File: src/rtl/decode_stage.sv
// RV-style instruction decode stage: classifies the format and extracts fields and the sign-extended immediate.
// Latency: 1 cycle from acceptance to out_* when the output register is empty or drains in the same cycle.
// Backpressure: output register plus one skid entry; in_ready drops only when the skid entry is occupied.
module decode_stage #(
   parameter int XLEN      = 32,
   parameter int PC_WIDTH  = 32,
   parameter int CNT_WIDTH = 16
) (
   input  logic                 clk,
   input  logic                 reset_n,
   input  logic                 flush,
   input  logic                 in_valid,
   output logic                 in_ready,
   input  logic [31:0]          in_instr,
   input  logic [PC_WIDTH-1:0]  in_pc,
   output logic                 out_valid,
   input  logic                 out_ready,
   output logic [PC_WIDTH-1:0]  out_pc,
   output logic [2:0]           out_fmt,
   output logic [6:0]           out_opcode,
   output logic [2:0]           out_funct3,
   output logic [6:0]           out_funct7,
   output logic [4:0]           out_rs1,
   output logic [4:0]           out_rs2,
   output logic [4:0]           out_rd,
   output logic                 out_imm_valid,
   output logic [XLEN-1:0]      out_imm,
   output logic [CNT_WIDTH-1:0] illegal_count
);

   // Only RV32 and RV64 datapaths exist; anything else must stop the build.
   generate
      if (XLEN != 32 && XLEN != 64) begin : g_bad_xlen
         $error("decode_stage: XLEN must be 32 or 64");
      end
   endgenerate

   localparam logic [2:0] FMT_R   = 3'd0;
   localparam logic [2:0] FMT_I   = 3'd1;
   localparam logic [2:0] FMT_S   = 3'd2;
   localparam logic [2:0] FMT_B   = 3'd3;
   localparam logic [2:0] FMT_U   = 3'd4;
   localparam logic [2:0] FMT_J   = 3'd5;
   localparam logic [2:0] FMT_ILL = 3'd7;

   localparam bit IS_RV64 = (XLEN == 64);

   // One decoded entry, as held in the output register and the skid slot.
   typedef struct packed {
      logic [PC_WIDTH-1:0] pc;
      logic [2:0]          fmt;
      logic [6:0]          opcode;
      logic [2:0]          funct3;
      logic [6:0]          funct7;
      logic [4:0]          rs1;
      logic [4:0]          rs2;
      logic [4:0]          rd;
      logic                imm_valid;
      logic [XLEN-1:0]     imm;
   } entry_t;

   // Widen a 32-bit immediate (already sign-filled to bit 31) to the datapath width.
   function automatic logic [XLEN-1:0] sext32(input logic [31:0] v);
      logic [XLEN-1:0] r;
      r       = {XLEN{v[31]}};
      r[31:0] = v;
      return r;
   endfunction

   logic [4:0]  op5;
   logic [2:0]  fmt;
   logic [31:0] imm32;
   entry_t      dec;

   entry_t out_q;
   entry_t skid_q;
   logic   out_vld_q;
   logic   skid_vld_q;
   logic   [CNT_WIDTH-1:0] cnt_q;

   logic accept;
   logic xfer;

   // Format classification from the major opcode; low bits other than 11 are compressed/illegal.
   always_comb begin
      op5 = in_instr[6:2];
      fmt = FMT_ILL;
      if (in_instr[1:0] == 2'b11) begin
         case (op5)
            5'b01100: fmt = FMT_R;
            5'b01110: fmt = IS_RV64 ? FMT_R : FMT_ILL;
            5'b00000,
            5'b00011,
            5'b00100,
            5'b11001,
            5'b11100: fmt = FMT_I;
            5'b00110: fmt = IS_RV64 ? FMT_I : FMT_ILL;
            5'b01000: fmt = FMT_S;
            5'b11000: fmt = FMT_B;
            5'b00101,
            5'b01101: fmt = FMT_U;
            5'b11011: fmt = FMT_J;
            default:  fmt = FMT_ILL;
         endcase
      end
   end

   // Field extraction: only the fields a format actually carries are passed, the rest stay zero.
   always_comb begin
      dec     = '0;
      imm32   = '0;
      dec.pc  = in_pc;
      dec.fmt = fmt;
      case (fmt)
         FMT_R: begin
            dec.funct3 = in_instr[14:12];
            dec.funct7 = in_instr[31:25];
            dec.rs1    = in_instr[19:15];
            dec.rs2    = in_instr[24:20];
            dec.rd     = in_instr[11:7];
         end
         FMT_I: begin
            dec.funct3 = in_instr[14:12];
            dec.funct7 = in_instr[31:25];
            dec.rs1    = in_instr[19:15];
            dec.rd     = in_instr[11:7];
            imm32      = {{20{in_instr[31]}}, in_instr[31:20]};
         end
         FMT_S: begin
            dec.funct3 = in_instr[14:12];
            dec.rs1    = in_instr[19:15];
            dec.rs2    = in_instr[24:20];
            imm32      = {{20{in_instr[31]}}, in_instr[31:25], in_instr[11:7]};
         end
         FMT_B: begin
            dec.funct3 = in_instr[14:12];
            dec.rs1    = in_instr[19:15];
            dec.rs2    = in_instr[24:20];
            imm32      = {{19{in_instr[31]}}, in_instr[31], in_instr[7],
                          in_instr[30:25], in_instr[11:8], 1'b0};
         end
         FMT_U: begin
            dec.rd     = in_instr[11:7];
            imm32      = {in_instr[31:12], 12'b0};
         end
         FMT_J: begin
            dec.rd     = in_instr[11:7];
            imm32      = {{11{in_instr[31]}}, in_instr[31], in_instr[19:12],
                          in_instr[20], in_instr[30:21], 1'b0};
         end
         default: ;
      endcase
      if (fmt != FMT_ILL) begin
         dec.opcode = in_instr[6:0];
      end
      dec.imm_valid = (fmt != FMT_ILL) && (fmt != FMT_R);
      dec.imm       = dec.imm_valid ? sext32(imm32) : '0;
   end

   // Handshake qualifiers; flush takes priority inside the register process.
   always_comb begin
      accept = in_valid && !skid_vld_q;
      xfer   = out_vld_q && out_ready;
   end

   // Two-entry pipeline buffer: new data goes straight to the output unless it is stalled.
   always_ff @(posedge clk or negedge reset_n) begin
      if (!reset_n) begin
         out_q      <= '0;
         skid_q     <= '0;
         out_vld_q  <= 1'b0;
         skid_vld_q <= 1'b0;
      end else if (flush) begin
         out_vld_q  <= 1'b0;
         skid_vld_q <= 1'b0;
      end else if (skid_vld_q) begin
         // in_ready is low here, so only the drain of the skid entry can happen
         if (out_ready) begin
            out_q      <= skid_q;
            skid_vld_q <= 1'b0;
         end
      end else if (accept) begin
         if (!out_vld_q || out_ready) begin
            out_q     <= dec;
            out_vld_q <= 1'b1;
         end else begin
            skid_q     <= dec;
            skid_vld_q <= 1'b1;
         end
      end else if (xfer) begin
         out_vld_q <= 1'b0;
      end
   end

   // Saturating count of illegal entries handed to the consumer; flushed transfers do not count.
   always_ff @(posedge clk or negedge reset_n) begin
      if (!reset_n) begin
         cnt_q <= '0;
      end else if (!flush && xfer && (out_q.fmt == FMT_ILL) && (cnt_q != {CNT_WIDTH{1'b1}})) begin
         cnt_q <= cnt_q + CNT_WIDTH'(1);
      end
   end

   assign in_ready      = !skid_vld_q;
   assign out_valid     = out_vld_q;
   assign out_pc        = out_q.pc;
   assign out_fmt       = out_q.fmt;
   assign out_opcode    = out_q.opcode;
   assign out_funct3    = out_q.funct3;
   assign out_funct7    = out_q.funct7;
   assign out_rs1       = out_q.rs1;
   assign out_rs2       = out_q.rs2;
   assign out_rd        = out_q.rd;
   assign out_imm_valid = out_q.imm_valid;
   assign out_imm       = out_q.imm;
   assign illegal_count = cnt_q;

endmodule
File: config.mk
export PLATFORM = sky130hd
export DESIGN_NAME = decode_stage
export DESIGN_NICKNAME = d
export VERILOG_FILES = /design/src/rtl/decode_stage.sv
export SDC_FILE = /design/constraint.sdc
export NUM_CORES = 1
export LEC_CHECK = 0
export ABC_AREA = 1
export CORE_ASPECT_RATIO = 1.25
export CORE_MARGIN = 8
export CORE_UTILIZATION = 45
export CTS_CLUSTER_SIZE = 14
export DETAILED_ROUTE_END_ITERATION = 10
export GPL_ROUTABILITY_DRIVEN = 0
export PLACE_DENSITY_LB_ADDON = 0.3
export SETUP_SLACK_MARGIN = 0.15
export SYNTH_ARGS = -nofsm -noshare
export SYNTH_HDL_FRONTEND = slang
export SYNTH_SLANG_ARGS = --single-unit
export TNS_END_PERCENT = 10
File: constraint.sdc
create_clock -name clk -period 2.19 [get_ports clk]
set_input_delay 0.3285 -clock clk [delete_from_list [all_inputs] [get_ports clk]]
set_output_delay 0.3285 -clock clk [all_outputs]
set_load 0.02 [all_outputs]
==> impl_metrics.csv <==
group,metric,value,unit
detailed_routing,wl_per_cell,16.27,um
detailed_routing,vias_per_cell,5.151,
detailed_routing,first_pass_iters,5,
detailed_routing,ant_nets,0,
clock_network,cts.clk_slew.worst_paths,0.06,ns
detailed_routing,met1_length,12.01,mm
detailed_routing,met3WireLength,2.329,mm
detailed_routing,vias,9216,
synthesis,synth-seq-cells,218,
final_layout,final_cell_mix,"nand2_1, dfrtp_1, clkdlybuf4s50_1, nor2_1, buf_4",
final_layout,nets,1563,
worst_setup_path,path_class,"reg -> out",
timing,worst_pin_slew,0.8238,ns
placement,placed_area,12780,sq um
final_layout,mostFrequentLayoutCell,"nand2_1",
power_and_ir_drop,ir_drop,0.6651,mV
synthesis,synth_cells,1277,
timing,slew_headroom,0.4508,
synthesis,ys_seq_area_frac,0.5391,
worst_setup_path,cp_num_buf_inv,1,
detailed_routing,wl_met2,13.99,mm
die,die_x,150.1,um
power_and_ir_drop,p_switching,0.003295,W
synthesis,ys_warn_count,0,
worst_setup_path,max_stage_delay,0.65,ns
final_layout,antenna_cells,0,
worst_setup_path,path_max_fanout,6,
timing,fmax,516.6,MHz
global_routing,track_usage,0.2113,
power_and_ir_drop,clkPwrFrac,0.360,
worst_hold_path,hold_class,"in -> reg",
worst_setup_path,cp.arrival,1.61,ns
worst_setup_path,path_cells,"clkdlybuf4s50_1",
synthesis,synth_cell_types,34,
timing,slew_viol_final,0,
power_and_ir_drop,p_leak,6.912,nW
power_and_ir_drop,power.total,0.01138,W
die,die_y,183.7,um
clock_network,clock_latency,0.52,ns
clock_network,htreeDepth,1,
global_routing,grt_pass1_vias,9156,
worst_setup_path,crit_path_start_kind,"flop",
detailed_routing,drt-total-wl,29.12,mm
synthesis,syn_area_per_cell,7.924,sq um
timing,hold_viol_final,0,
final_layout,fillCellCount,1902,
power_and_ir_drop,powerDensity,823.8,nW/um^2
die,io_pins,187,
final_layout,syn2layout_area_growth,36.51,%
placement,port_buffers,186,
clock_network,cts_tree,"done",
timing,setup_viol,0,
worst_setup_path,cp.required,1.86,ns
power_and_ir_drop,power_frac_seq,0.430,
power_and_ir_drop,power_frac_comb,0.210,
worst_setup_path,slowest_stage,"clkdlybuf4s50_1",
placement,dpl.hpwl,19.91,mm
global_routing,grt_max_degree,79,
final_layout,final_area,13810,sq um
job,drv_cap,0,
detailed_routing,drt_first_iter_violations,663,
die,row_count,61,
die,dieArea,27570,sq um
worst_setup_path,cp-end-kind,"primary output",
clock_network,cts_root_buf,"clkbuf_16",
timing,skew,0.01016,ns
timing,final.min_clock_period,1.936,ns
detailed_routing,top_layer,"met4",
run_status,status,"finished, final reports clean",
worst_setup_path,crit_family,"buffers and inverters",
global_routing,gr-total-overflow,0,
timing,rsz0062_at_grt,"no",
clock_network,clockBufferDepth,3,
synthesis,syn_nets,1352,
synthesis,syn_area,10120,sq um
die,start_util,0.4572,
power_and_ir_drop,p_sw_frac,0.2896,
clock_network,cts.sinks,218,
clock_network,cts_buffers,24,
final_layout,drive_gt1_frac,0.1135,
power_and_ir_drop,internal_power,0.008084,W
global_routing,grt_pass1_wl,47.36,mm
die,core,22130,sq um
detailed_routing,drcViolationCount,0,
global_routing,antenna_found_initial,0,
timing,post-route-period-util,0.8838,
-- kinds of logic (layout without fill, tap and decap cells) --
family | count (synthesis) | count (layout) | synth area share
xor+xnor | 14 | 14 | 0.01212
buf+inv | 126 | 355 | 0.05194
fa+ha+maj | 6 | 6 | 0.007419
flops | 218 | 218 | 0.5391
simple gates | 746 | 746 | 0.2955
compound gates | 167 | 167 | 0.09385
-- final cells by class --
type | instances | area, sq um | share of cell area
well taps | 283 | 354.1 | 0.02563
clock inverters | 12 | 117.6 | 0.008515
flip-flops and latches | 218 | 5456 | 0.3950
inverters | 54 | 209.0 | 0.01513
clock buffers | 32 | 691.9 | 0.05009
repair buffers | 257 | 2695 | 0.1951
multi-input cells | 933 | 4289 | 0.3105
-- power groups by stage --
stage / clock network, W / registers (W) / logic [W]
after CTS: 0.00419 / 0.00489 / 0.00238
after global placement: 0 / 0.00494 / 0.00232
final: 0.00410 / 0.00489 / 0.00239
after global routing: 0.00434 / 0.00495 / 0.00262
after detailed placement: 0 / 0.00495 / 0.00236
after floorplan: 0 / 0.00525 / 0.000797
-- synth_stat cells --
cell type | instances | area share
o21ai_2 | 10 | 0.0087
nand3_1 | 29 | 0.014
dfrtp_1 | 218 | 0.54
a21oi_1 | 38 | 0.019
nand2_2 | 6 | 0.0037
nand4_1 | 6 | 0.0037
xor2_1 | 10 | 0.0087
a31oi_1 | 45 | 0.028
nor3_1 | 5 | 0.0025
nor2_2 | 6 | 0.0037
clkbuf_1 | 49 | 0.018
ha_1 | 6 | 0.0074
nand3_4 | 1 | 0.0017
nor4b_1 | 1 | 0.00087
nand2_1 | 526 | 0.20
o211ai_2 | 1 | 0.0012
xnor2_1 | 4 | 0.0035
nand2_8 | 1 | 0.0020
nor2_8 | 1 | 0.0020
o22ai_1 | 4 | 0.0025
nand2_4 | 4 | 0.0045
nor2_1 | 156 | 0.058
inv_2 | 5 | 0.0019
inv_1 | 49 | 0.018
o31ai_1 | 1 | 0.00074
buf_6 | 3 | 0.0033
o21ai_1 | 36 | 0.018
o211ai_1 | 2 | 0.0015
buf_4 | 3 | 0.0022
o21ai_0 | 30 | 0.015
nand3_2 | 3 | 0.0030
buf_2 | 15 | 0.0074
buf_1 | 2 | 0.00074
nor4_1 | 1 | 0.00062
-- metrics by stage --
step	utilization	setup TNS (ns)	hold WS, ns	std cells	setup WS (ns)
floorplan	-	0	0.03291	1277	0.1553
global placement	0.5773	-37.53	0.3116	1741	-0.4344
detailed placement	0.5773	-40.03	0.3049	1741	-0.4706
CTS	0.6150	0	0.3662	1786	0.09212
global route	0.6241	0	0.2126	1789	0.1386
finish	0.6241	0	0.2160	1789	0.2544
-- final timing paths --
check | endpoint | startpoint | depth (start not counted) | slack (ns)
worst max-delay path | illegal_count[6] | illegal_count[6] | 1 | 0.25
worst min-delay path | skid_q[60] | in_instr[2] | 4 | 0.22
worst max register to register | out_imm[9] | skid_vld_q | 8 | 0.40
worst min register to register | skid_q[91] | skid_q[91] | 2 | 0.47
max in group asynchronous | out_pc[9] | reset_n | 3 | 1.14
min in group asynchronous | illegal_count[7] | reset_n | 2 | 0.35
-- flip-flops by register name, summed over array words and instances (netlist names) --
register and flops:
skid_q 100, out_imm 32, out_pc 32, illegal_count 16, out_funct7 7, out_opcode 7, out_rd 5, out_rs1 5
out_rs2 5, out_fmt 3, out_funct3 3, out_imm_valid 1, out_valid 1, skid_vld_q 1
-- layer usage --
| layer | vias up | GRT usage |
|---|---|---|
| met3 | 53 | 0.05296 |
| met1 | 4429 | 0.2667 |
| met2 | 271 | 0.3502 |
| met4 | 0 | 0.06490 |
| li1 | 4463 | - |
| met5 | - | 0 |
-- timing repair --
item                                   4_1_cts  5_1_grt
resized for setup                            4       34
buffers inserted                             0        1
pin swaps                                    0       10
setup endpoints to repair                   57       91
hold buffers                                 1        0
cloned                                       0        2
endpoints found under the hold margin       56        0
Power figures use the tool's default switching activity.
